### src/rtl/mmio_io_port.sv
// Memory-mapped I/O port: two seven-segment digit registers written from the
// store path, plus a synchronized, debounced button array read on the load path.
module mmio_io_port #(
  parameter int data_width      = 32,
  parameter int num_buttons     = 4,
  parameter int debounce_cycles = 50000
) (
  input  logic                   clk,
  input  logic                   rst,
  input  logic [4:0]             sel_mux_data_in,
  input  logic [4:0]             sel_mux_data_out,
  input  logic [data_width-1:0]  wr_data,
  input  logic [num_buttons-1:0] btn_raw,
  output logic [6:0]             seg0,
  output logic [6:0]             seg1,
  output logic [data_width-1:0]  rd_data,
  output logic                   btn_irq
);

  localparam int               cnt_w   = $clog2(debounce_cycles);
  localparam logic [cnt_w-1:0] cnt_max = cnt_w'(debounce_cycles - 1);
  localparam logic [cnt_w-1:0] cnt_one = cnt_w'(1);

  logic [4:0]             wr_data_q_r;
  logic [4:0]             dig0_r;
  logic [4:0]             dig1_r;
  logic [num_buttons-1:0] sync1_r;
  logic [num_buttons-1:0] sync2_r;
  logic [num_buttons-1:0] stable_r;
  logic [num_buttons-1:0] stable_s;
  logic [num_buttons-1:0] pending_r;
  logic [num_buttons-1:0] pending_s;
  logic [num_buttons-1:0] rise_s;
  logic [cnt_w-1:0]       cnt_r [num_buttons];
  logic [cnt_w-1:0]       cnt_s [num_buttons];
  logic                   rd_sel_s;
  logic                   unused_wr_s;

  // Only {blank, nibble} of the store data is ever consumed.
  assign unused_wr_s = ^wr_data[data_width-1:5];

  function automatic logic [6:0] seg_decode(input logic [4:0] dig);
    logic [6:0] seg;
    if (dig[4]) begin
      seg = 7'b1111111;
    end else begin
      case (dig[3:0])
        4'h0:    seg = 7'b1000000;
        4'h1:    seg = 7'b1111001;
        4'h2:    seg = 7'b0100100;
        4'h3:    seg = 7'b0110000;
        4'h4:    seg = 7'b0011001;
        4'h5:    seg = 7'b0010010;
        4'h6:    seg = 7'b0000010;
        4'h7:    seg = 7'b1111000;
        4'h8:    seg = 7'b0000000;
        4'h9:    seg = 7'b0010000;
        4'hA:    seg = 7'b0001000;
        4'hB:    seg = 7'b0000011;
        4'hC:    seg = 7'b1000110;
        4'hD:    seg = 7'b0100001;
        4'hE:    seg = 7'b0000110;
        4'hF:    seg = 7'b0001110;
        default: seg = 7'b1111111;
      endcase
    end
    return seg;
  endfunction

  assign seg0    = seg_decode(dig0_r);
  assign seg1    = seg_decode(dig1_r);
  assign btn_irq = |pending_r;

  // Store data is delayed one cycle to line up with the controller's registered select.
  always_ff @(posedge clk or posedge rst) begin
    if (rst) begin
      wr_data_q_r <= 5'b00000;
      dig0_r      <= 5'b10000;
      dig1_r      <= 5'b10000;
    end else begin
      wr_data_q_r <= wr_data[4:0];
      case (sel_mux_data_in)
        5'd1:    dig0_r <= wr_data_q_r;
        5'd2:    dig1_r <= wr_data_q_r;
        default: ;
      endcase
    end
  end

  // Debounce counters, stable state and press capture; a new press wins over a read clear.
  always_comb begin
    rd_sel_s  = (sel_mux_data_out == 5'd1);
    stable_s  = stable_r;
    rise_s    = '0;
    pending_s = pending_r;
    for (int i = 0; i < num_buttons; i++) begin
      cnt_s[i] = cnt_r[i];
      if (sync2_r[i] == stable_r[i]) begin
        cnt_s[i] = '0;
      end else if (cnt_r[i] == cnt_max) begin
        stable_s[i] = sync2_r[i];
        cnt_s[i]    = '0;
      end else begin
        cnt_s[i] = cnt_r[i] + cnt_one;
      end
    end
    rise_s = stable_s & ~stable_r;
    if (rd_sel_s) begin
      pending_s = rise_s;
    end else begin
      pending_s = pending_r | rise_s;
    end
  end

  // Synchronizer, debounce and pending state registers.
  always_ff @(posedge clk or posedge rst) begin
    if (rst) begin
      sync1_r   <= '0;
      sync2_r   <= '0;
      stable_r  <= '0;
      pending_r <= '0;
      for (int i = 0; i < num_buttons; i++) begin
        cnt_r[i] <= '0;
      end
    end else begin
      sync1_r   <= btn_raw;
      sync2_r   <= sync1_r;
      stable_r  <= stable_s;
      pending_r <= pending_s;
      for (int i = 0; i < num_buttons; i++) begin
        cnt_r[i] <= cnt_s[i];
      end
    end
  end

  // Load data: stable buttons in the low byte, pending presses in the next byte.
  always_comb begin
    rd_data = '0;
    if (rd_sel_s) begin
      rd_data[num_buttons-1:0]  = stable_r;
      rd_data[8 +: num_buttons] = pending_r;
    end else begin
      rd_data = '0;
    end
  end

endmodule
### config.mk
export PLATFORM = sky130hd
export DESIGN_NAME = mmio_io_port
export DESIGN_NICKNAME = d
export VERILOG_FILES = /design/src/rtl/mmio_io_port.sv
export SDC_FILE = /design/constraint.sdc
export NUM_CORES = 1
export LEC_CHECK = 0
export BUFFER_PORTS_ARGS = -buffer_cell sky130_fd_sc_hd__buf_2
export CORE_MARGIN = 2
export CORE_UTILIZATION = 55
export DETAILED_ROUTE_END_ITERATION = 7
export PLACE_DENSITY = 0.79
export SKIP_LAST_GASP = 1
export SLEW_MARGIN = 15
export SYNTH_ARGS = -nofsm -noshare
export SYNTH_HDL_FRONTEND = slang
export SYNTH_SLANG_ARGS = --single-unit
export TNS_END_PERCENT = 100
### constraint.sdc
create_clock -name clk -period 3 [get_ports clk]
set_input_delay 0.15 -clock clk [delete_from_list [all_inputs] [get_ports clk]]
set_output_delay 0.15 -clock clk [all_outputs]
set_load 0.03 [all_outputs]
# After elaboration in Yosys (flattened, before gate mapping)
# Memory sizes are Yosys's and may differ from the RTL's.
# Index checks and enable logic that the tools add are counted.
# Widths: inputs -> output; s select.
# totals
register_bits	95
rom_bits	224
in_bits	48
out_inout_bits	47
word_cells	53
mem_count	2
# memory_table
name	words	width	rd	rd_clocked_by_memory_dff	write_ports	line_no	source
(name not given)	16	7	1	0	0	47	case (dig[3:0])
(name not given)	16	7	1	0	0	47	
# op_classes
add_sub_neg	4
n_eq_ne	11
muxes	21
bitwise_logic	3
n_reduce_logical	1
# ops
cell	count
$mux 16	8
$add 16x1->16 const B	4
$eq 16x16->1 const B	4
$mux 7	2
$mux 4	3
$eq 5x1->1 const B	2
$mux 1	8
$eq 5x2->1 const B	1
$and 4x4->4	1
$eq 1x1->1	4
$not 4->4	1
$or 4x4->4	1
$reduce_or 4->1	1

# Longest topological paths before layout
# Gate-level depths: netlist (run 1).
# depth
word_depth	6
ltp_mapped	6
mapped_depth_nobuf	6

# Worst setup path after synthesis (run 1)
# OpenSTA, ideal clock, no wires.
# synth_timing
kind	reg-to-output
from	register dig0_r[0]
to	output port seg0[3]
arrival_ps	1612
t_required_ps	2850
slack_ps	1238
path_stages_with_launch	6
n_path_buf	0
path_cell_list	dfrtp_1 > inv_1 > ha_1 > inv_1 > mux4_2 > or2_2
# synth_via
elab_chain_cells	2
# synth_lines
item	line_no	source
start: declaration	25	logic [4:0] dig0_r;
start signal: assignment	83	5'd1: dig0_r <= wr_data_q_r;
$mem_v2 16x7	--	
$mux 7	44	if (dig[4]) begin
end: declaration	14	output logic [6:0] seg0,
# Every way passes these cells.

# Worst setup path in the final report (run 1)
# Same ends and word-level chain as after synthesis.

==> results of run 1 <==
[critical path, stage by stage, from the launching register on]
cell     delay (ns)
dfrtp_1        0.46
inv_1          0.14
ha_1           0.29
inv_1          0.05
mux4_2         0.45
or2_2          0.28
buf_2          0.18
[logic make-up after synthesis]
kind of cell / count (synthesis)
AOI/OAI and AO/OA: 25
muxes: 24
other: 1
DFF: 95
and+or+nand+nor: 212
buffers and inverters: 58
adders and majority gates: 16
xor gates and xnor gates: 58
[where the power goes]
| group | switching [W] | internal (W) |
|---|---|---|
| combinational | 0.000399 | 0.000255 |
| clock | 0.000430 | 0.000388 |
| sequential | 0.000102 | 0.00134 |
| total | 0.000931 | 0.00199 |
[metrics by stage]
stage | hold slack [ns] | area (µm²)
floorplan | 0.1814 | 5080
global placement | 0.2378 | 5221
detailed placement | 0.2501 | 5221
CTS | 0.2114 | 5510
global route | 0.2217 | 5510
finish | 0.2261 | 5510
[state kept, by name, indices dropped and copies added, names as in the netlist]
signal and cells:
dig1_r 5, sync2_r 4, cnt_r 64, pending_r 4, sync1_r 4, stable_r 4
dig0_r 5, wr_data_q_r 5
[final cells by class]
| type | count | area [µm²] |
|---|---|---|
| repair buffers | 56 | 337.8 |
| well taps | 108 | 135.1 |
| inverters | 25 | 95.09 |
| multi-input cells | 359 | 2374 |
| flip-flops and latches | 95 | 2380 |
| clock inverters | 5 | 57.56 |
| fillers | 738 | 3253 |
| clock buffers | 11 | 131.4 |
[cell usage after synthesis (3+ instances only)]
cell | number | share of area [%]
nand4_1 | 14 | 1.8
nor2b_1 | 4 | 0.50
nor2_1 | 83 | 6.2
and2_1 | 7 | 0.88
buf_2 | 3 | 0.30
o21ai_0 | 4 | 0.40
nand2_1 | 23 | 1.7
or4_1 | 3 | 0.45
xor2_1 | 13 | 2.3
mux2_2 | 16 | 3.6
a221o_1 | 4 | 0.80
ha_1 | 16 | 4.0
nor4_1 | 21 | 2.6
inv_1 | 25 | 1.9
a211o_1 | 4 | 0.70
xnor2_1 | 45 | 7.9
dfrtp_1 | 93 | 47
nor4bb_1 | 4 | 0.80
buf_4 | 24 | 3.6
mux2i_1 | 6 | 1.2
nor3_1 | 17 | 1.7
nand3_1 | 20 | 2.0
clkbuf_1 | 4 | 0.30
a21oi_1 | 3 | 0.30
[worst max-delay path by stage]
stage	startpoint	to	slack [ns]	depth (start not counted)
floorplan	rst	cnt_r[0]$_DFF_PP0_	0.38	1
global placement	cnt_r[0]$_DFF_PP0_	cnt_r[4]$_DFF_PP0_	1.04	4
detailed placement	cnt_r[16]$_DFF_PP0_	cnt_r[26]$_DFF_PP0_	0.95	4
CTS	dig1_r[0]$_DFFE_PP0N_	seg1[3]	0.63	6
global route	dig1_r[0]$_DFFE_PP0N_	seg1[3]	0.55	6
finish	dig0_r[0]$_DFFE_PP0N_	seg0[3]	0.65	6
[routing by layer]
layer	share of wire (%)	wire length, µm	track usage (%)
met1	45	4111	26.17
met2	49	4479	32.64
met3	4.0	369	3.584
met4	1.7	155	6.849
met5	0	0	0
[repair_timing]
action | CTS | global route
setup buffers | 0 | 0
hold endpoints to repair | 42 | 0
hold buffers | 10 | 0
==> impl_metrics.ini, run 1 <==
[timing]
tightest_slew_ns = 0.7993
fmax_mhz = 425.9
rsz0062_at_grt = no
setup_viol = 0
finClkSkew_ns = 0.01138
final.min_clock_period_ns = 2.348
drv_slew = 0
slew-limit-headroom_pct = 46.53
setup_tns_ns = 0
hold_violations = 0
layout_setup_ws_ns = 0.6522
finalCritPeriodShare_pct = 78.26

[clock_tree]
cts_tree = yes
path_clk_slew_ns = 0.09
cts_made_buffers = 9
cts_root_buffer = clkbuf_8
cts_sinks = 95
post_cts_resize_count = 0
cts_buffer_depth = 2
clock_latency_ns = 0.36
htree_levels = 3

[critical_path]
path_class = reg2out
critPathMaxFanout = 7
worstPathArrival_ns = 2.20
cp.required_ns = 2.85
r2r_start = cnt_r[16]$_DFF_PP0_
endpoint_kind = output port
r2r_setup_slack_ns = 0.98
startpoint_type = flop
reg2reg_depth = 4
r2r-end = cnt_r[26]$_DFF_PP0_

[floorplanning]
die_h_um = 99.29
start_util_pct = 56.98
rows = 34
die-area_mm2 = 0.009858
fp.dieW_um = 99.29
top_level_ports = 95
fp.coreArea_mm2 = 0.008763

[power]
power.total_w = 0.002916
ir_drop_v = 0.0002789
p_per_area_mw_per_mm2 = 529.2
leakage_nw = 2.444

[global_route]
grt_max_degree = 38
overflow = 0
grt_pass1_wl_mm = 15.82
grt_usage_pct = 19.66
antenna_found_initial = 0
grt_pass1_vias = 3441

[hold_path]
min_path_type = in2reg
hold_path_depth = 4
hold_path_end = pending_r[1]$_DFF_PP0_
hp-start = sel_mux_data_out[1]

[yosys]
synth-seq-area-share_pct = 47.66
synth-simple-area-share_pct = 21.22
synth_area_mm2 = 0.004994
synthAdderAreaFrac_pct = 4.009
synth_top_family_by_area = simple AND/OR/NAND/NOR gates
synth_ff_type = dfrtp_1
synth_seq_cells = 95
synth-compound-area-share_pct = 4.610
syn_area_per_cell_um2 = 10.21
synth_cells = 489
synth_edf_count = 0
synth_cell_types = 45
synth_xor_xnor_area_share_pct = 10.17
synth_mux_area_share_pct = 5.713
synth.yosys.warnings = 0
async_reset_ff_share_pct = 100.0

[finish]
instances_no_fill = 659
syn_to_final_growth_pct = 10.35
mostFrequentLayoutCells = 93 x dfrtp_1, 83 x nor2_1, 45 x xnor2_1
fin_nets = 610
diodes = 0
final_util_pct = 62.88
drive_gt1_share_pct = 15.97
mostFrequentLayoutCell = dfrtp_1

[route]
dr.pass1.iters = 5
vias = 3569
viasPerCell = 5.416
antenna_left = 0
drtIter0Drc = 145
drc = 0
wirelength_mm = 9.114
routedWlPerCell_um = 13.83

[placed_design]
numPlacedInstances = 633
place.port_buffers = 43
post-place-ws_ns = 0.9466
routabilityCongestion = 0.8434
dpl.hpwl_mm = 6.334

[run]
cap_violations = 0

[outcome]
status = finished, final reports clean
(Power assumes the default switching activity.)
==> run 2: changes to the inputs <==
==> constraint.sdc (replaced) <==
create_clock -name clk -period 2.4 [get_ports clk]
set_input_delay 0.12 -clock clk [delete_from_list [all_inputs] [get_ports clk]]
set_output_delay 0.12 -clock clk [all_outputs]
set_load 0.03 [all_outputs]
==> run 2 against run 1 <==
Clock power is 26% higher. Cell count is 0.61% higher. Worst setup slack worse by 0.52 ns. Critical path depth stayed put. Sequential power is 26% higher. Register-to-register slack worse by 0.62 ns. Via count is 1.7% higher. Clock skew is 0.0020 ns lower. Combinational power is 28% higher. Largest cell class unchanged. Total power is 26% higher. First-iteration DRC count is 38% higher.
==> impl_metrics.ini, run 2 (synthesis gave the netlist of run 1 again) <==
[outcome]
status = finished, final reports clean

[timing]
drv_slew = 0
slew-limit-headroom_pct = 59.55
finalCritPeriodShare_pct = 94.44
fmax_mhz = 441.2
setup_viol = 0
final.min_clock_period_ns = 2.266
hold_violations = 0
rsz0062_at_grt = no
tightest_slew_ns = 0.6054
setup_tns_ns = 0
finClkSkew_ns = 0.009353
layout_setup_ws_ns = 0.1335

[placed_design]
place.port_buffers = 43
numPlacedInstances = 637
dpl.hpwl_mm = 6.769
routabilityCongestion = 0.8454
post-place-ws_ns = 0.4308

[global_route]
antenna_found_initial = 0
grt_usage_pct = 20.38
grt_pass1_wl_mm = 16.44
grt_max_degree = 47
overflow = 0
grt_pass1_vias = 3669

[finish]
syn_to_final_growth_pct = 11.55
drive_gt1_share_pct = 17.48
mostFrequentLayoutCells = 90 x dfrtp_1, 83 x nor2_1, 45 x xnor2_1
instances_no_fill = 663
largest_register_ff_count = 64
diodes = 0
mostFrequentLayoutCell = dfrtp_1
fin_nets = 614
top_register = cnt_r
final_util_pct = 63.56

[critical_path]
path_cells = inv_1 > ha_1 > inv_1 > mux4_2 > or2_2 > buf_2
r2r_setup_slack_ns = 0.36
cpLargestDelayFamily = multiplexers
cp.required_ns = 2.28
path_class = reg2out
worstPathArrival_ns = 2.15
endpoint_kind = output port
cpMostUsedCell = inv_1
critPathMaxFanout = 7
critPathSlowestCell = mux4_2
crit_start = dig0_r[0]$_DFFE_PP0N_
r2r_start = cnt_r[0]$_DFF_PP0_
cpPeakStageDelay_ns = 0.45
path_buf_inv = 3
startpoint_type = flop

[clock_tree]
cts_tree = yes
path_clk_slew_ns = 0.08
cts_root_buffer = clkbuf_8
clock_latency_ns = 0.35
cts_setup_buffers = 0
cts_sinks = 95
cts_made_buffers = 9
htree_levels = 3
cts_buffer_depth = 2

[run]
cap_violations = 0

[floorplanning]
rows = 34
fp.coreArea_mm2 = 0.008763
die_h_um = 99.29
start_util_pct = 56.98
top_level_ports = 95
die-area_mm2 = 0.009858
fp.dieW_um = 99.29

[power]
intPower_w = 0.002479
swShare_pct = 32.49
p_per_area_mw_per_mm2 = 659.3
leakage_nw = 2.466
clkPwrFrac_pct = 28.0
p_sw_w = 0.001193
pwr-share-seq_pct = 49.2
power_frac_comb_pct = 22.8
ir_drop_v = 0.0004937

[route]
antenna_left = 0
drc = 0
wirelength_mm = 9.489
vias = 3630
viasPerCell = 5.475
dr.pass1.iters = 4
routedWlPerCell_um = 14.31
drtIter0Drc = 200

[hold_path]
hp-start = sel_mux_data_out[4]
min_path_type = in2reg
-- run 2: stage by stage --
step | hold WS [ns] | area (µm²) | total power (W)
final | 0.2162 | 5570 | 0.003672
after global routing | 0.2246 | 5570 | 0.003863
after CTS | 0.2044 | 5567 | 0.003703
after detailed placement | 0.2189 | 5266 | 0.002664
after global placement | 0.2142 | 5266 | 0.002620
after floorplan | 0.1514 | 5084 | 0.002497
-- run 2: worst reg2reg max path, cell delays in order, from the launching register on --
cell and delay [ns]:
dfrtp_1 0.40, ha_1 0.21, nand3_1 0.33, nor4_1 0.57, mux2_2 0.41
-- run 2: timing repair --
action / CTS / global route
resized for setup: 0 / 3
hold endpoints to repair: 34 / 0
setup endpoints to repair: 0 / 2
hold buffers: 10 / 0
-- run 2: cell type report --
class | count | area, µm²
Fill cell | 712 | 3193
Sequential cell | 95 | 2384
Multi-Input combinational cell | 359 | 2374
Timing Repair Buffer | 60 | 380.4
Clock buffer | 12 | 165.2
Tap cell | 108 | 135.1
Inverter | 25 | 97.59
Clock inverter | 4 | 35.03
-- run 2: path summary, 6_finish.rpt --
kind | end | cells past startpoint
max in group asynchronous | sync2_r[1]$_DFF_PP0_ | 4
min | pending_r[1]$_DFF_PP0_ | 4
max | seg0[3] | 6
max reg2reg | stable_r[3]$_DFF_PP0_ | 4
min in group asynchronous | dig0_r[3]$_DFFE_PP0N_ | 3
min reg2reg | sync2_r[3]$_DFF_PP0_ | 0
-- run 2: per-layer routing --
metal	track usage [%]	share of wire, %	vias to the layer above
met5	0	0	-
met4	5.163	1.5	0
met3	4.498	3.8	14
met2	35.08	50	102
met1	26.35	44	1759
li1	-	-	1755
-- run 2: power groups by stage --
| stage | Sequential, W | Clock [W] | Combinational (W) |
|---|---|---|---|
| 2_1_floorplan | 0.00177 | 0 | 0.000724 |
| 3_3_place_gp | 0.00183 | 0 | 0.000794 |
| 3_5_place_dp | 0.00184 | 0 | 0.000827 |
| 4_1_cts | 0.00181 | 0.00106 | 0.000842 |
| 5_1_grt | 0.00182 | 0.00112 | 0.000916 |
| 6_report | 0.00181 | 0.00103 | 0.000836 |
==> run 3: changes to the inputs <==
--- a/config.mk
+++ b/config.mk
@@ -6,6 +6,7 @@
 export NUM_CORES = 1
 export LEC_CHECK = 0
 export BUFFER_PORTS_ARGS = -buffer_cell sky130_fd_sc_hd__buf_2
+export CORE_ASPECT_RATIO = 1.4
 export CORE_MARGIN = 2
 export CORE_UTILIZATION = 55
 export DETAILED_ROUTE_END_ITERATION = 7
==> run 3 against run 2 <==
Count of clock-buffer cells in the layout is 2 lower. Via count fell by 0.80%. Sequential cell count stayed put. Combinational power fell by 1%. Global-route usage down 0.40 points. Critical endpoint unchanged. Largest power group unchanged.
==> impl_metrics.ini, run 3 (synthesis gave the netlist of run 1 again) <==
[clock_tree]
path_clk_slew_ns = 0.06
cts_buffer_depth = 2
clock_latency_ns = 0.34
cts_made_buffers = 9
htree_levels = 3
cts_tree = yes
cts_root_buffer = clkbuf_16
cts_sinks = 95

[critical_path]
critPathMaxFanout = 6
path_class = reg2out
cp.required_ns = 2.28
endpoint_kind = output port
startpoint_type = flop
worstPathArrival_ns = 2.16

[floorplanning]
fp.coreArea_mm2 = 0.008926
start_util_pct = 55.94
die-area_mm2 = 0.009868
rows = 41
top_level_ports = 95
die_h_um = 116.7
fp.dieW_um = 84.53

[run]
cap_violations = 0

[power]
power.total_w = 0.004049
leakage_nw = 2.493
p_per_area_mw_per_mm2 = 717.4
ir_drop_v = 0.0005251

[finish]
syn_to_final_growth_pct = 13.03
diodes = 0
drive_gt1_share_pct = 16.85
mostFrequentLayoutCell = dfrtp_1
largest_register_ff_count = 64
mostFrequentLayoutCells = 91 x dfrtp_1, 83 x nor2_1, 45 x xnor2_1
instances_no_fill = 659
fin_nets = 611
top_register = cnt_r
fillCellCount = 696

[timing]
layout_setup_ws_ns = 0.1165
finClkSkew_ns = 0.006875
setup_viol = 0
hold_slack_ns = 0.1398
fmax_mhz = 437.9
tightest_slew_ns = 0.7809
finalCritPeriodShare_pct = 95.15
setup_tns_ns = 0
slew-limit-headroom_pct = 47.46
hold_violations = 0
final.min_clock_period_ns = 2.284
drv_slew = 0
rsz0062_at_grt = no

[global_route]
grt_pass1_wl_mm = 15.95
overflow = 0
grt_pass1_vias = 3513
antenna_found_initial = 0
grt_max_degree = 74
grt_usage_pct = 19.98

[hold_path]
min_path_type = in2reg

[placed_design]
place.port_buffers = 43
post-place-ws_ns = 0.4571
routabilityCongestion = 0.8452
dpl.hpwl_mm = 6.276
numPlacedInstances = 633

[route]
drc = 0
dr.pass1.iters = 4
antenna_left = 0
wirelength_mm = 9.131
routedWlPerCell_um = 13.86
drtIter0Drc = 181
vias = 3601
viasPerCell = 5.464

[outcome]
status = finished, final reports clean
[run 3: cell count changes in the layout (fill, tap and decap cells not counted)]
cell	previous run	this run
buf_4	6	3
bufinv_16	0	1
clkbuf_16	0	9
clkbuf_8	12	1
clkinv_2	0	3
clkinv_4	2	0
clkinvlp_4	1	3
dfrtp_1	90	91
dfrtp_2	3	2
inv_6	2	0
[run 3: critical path: stages, from the launching register on]
cell	delay [ns]
dfrtp_1	0.44
inv_1	0.13
ha_1	0.29
inv_1	0.06
mux4_2	0.45
or2_2	0.27
buf_2	0.18
[run 3: area by class of cell]
cell class,instances,area (µm²),area share (%)
Clock buffer,10,239.0,4.234
Clock inverter,6,60.06,1.064
Inverter,25,97.59,1.729
Multi-Input combinational cell,359,2374,42.05
Sequential cell,95,2382,42.21
Tap cell,107,133.9,2.372
Timing Repair Buffer,57,357.8,6.340
[run 3: final timing paths]
check | start | end | slack [ns] | cells past startpoint
worst max-delay path | dig0_r[1]$_DFFE_PP0N_ | seg0[3] | 0.12 | 6
min in group asynchronous | rst | wr_data_q_r[4]$_DFF_PP0_ | 0.38 | 3
worst max register to register | cnt_r[48]$_DFF_PP0_ | cnt_r[61]$_DFF_PP0_ | 0.45 | 5
worst min-delay path | sel_mux_data_out[4] | pending_r[0]$_DFF_PP0_ | 0.14 | 3
max in group asynchronous | rst | dig0_r[4]$_DFFE_PP1N_ | 1.25 | 4
worst min register to register | sync1_r[2]$_DFF_PP0_ | sync2_r[2]$_DFF_PP0_ | 0.35 | 0
[run 3: what timing repair did]
item	4_1_cts	5_1_grt
setup endpoints to repair	0	2
setup buffers	0	0
resized for setup	0	2
hold buffers	10	0
hold endpoints to repair	30	0
[run 3: where the power goes]
part | switching (W) | internal (W)
registers | 0.000130 | 0.00168
clock network | 0.000583 | 0.000829
logic | 0.000502 | 0.000323
[run 3: metal layers]
| layer | vias up | track usage [%] | part of all wire (%) |
|---|---|---|---|
| met5 | - | 0 | 0 |
| met4 | 0 | 8.360 | 2.0 |
| met3 | 17 | 2.968 | 3.6 |
| met2 | 84 | 35.28 | 52 |
| met1 | 1741 | 24.61 | 43 |
| li1 | 1759 | - | - |
[run 3: through the flow]
step           utilization [%]  cell area, µm²
2_1_floorplan                -            5084
3_3_place_gp             58.73            5243
3_5_place_dp             58.73            5243
4_1_cts                  63.20            5642
5_1_grt                  63.23            5644
6_report                 63.23            5644
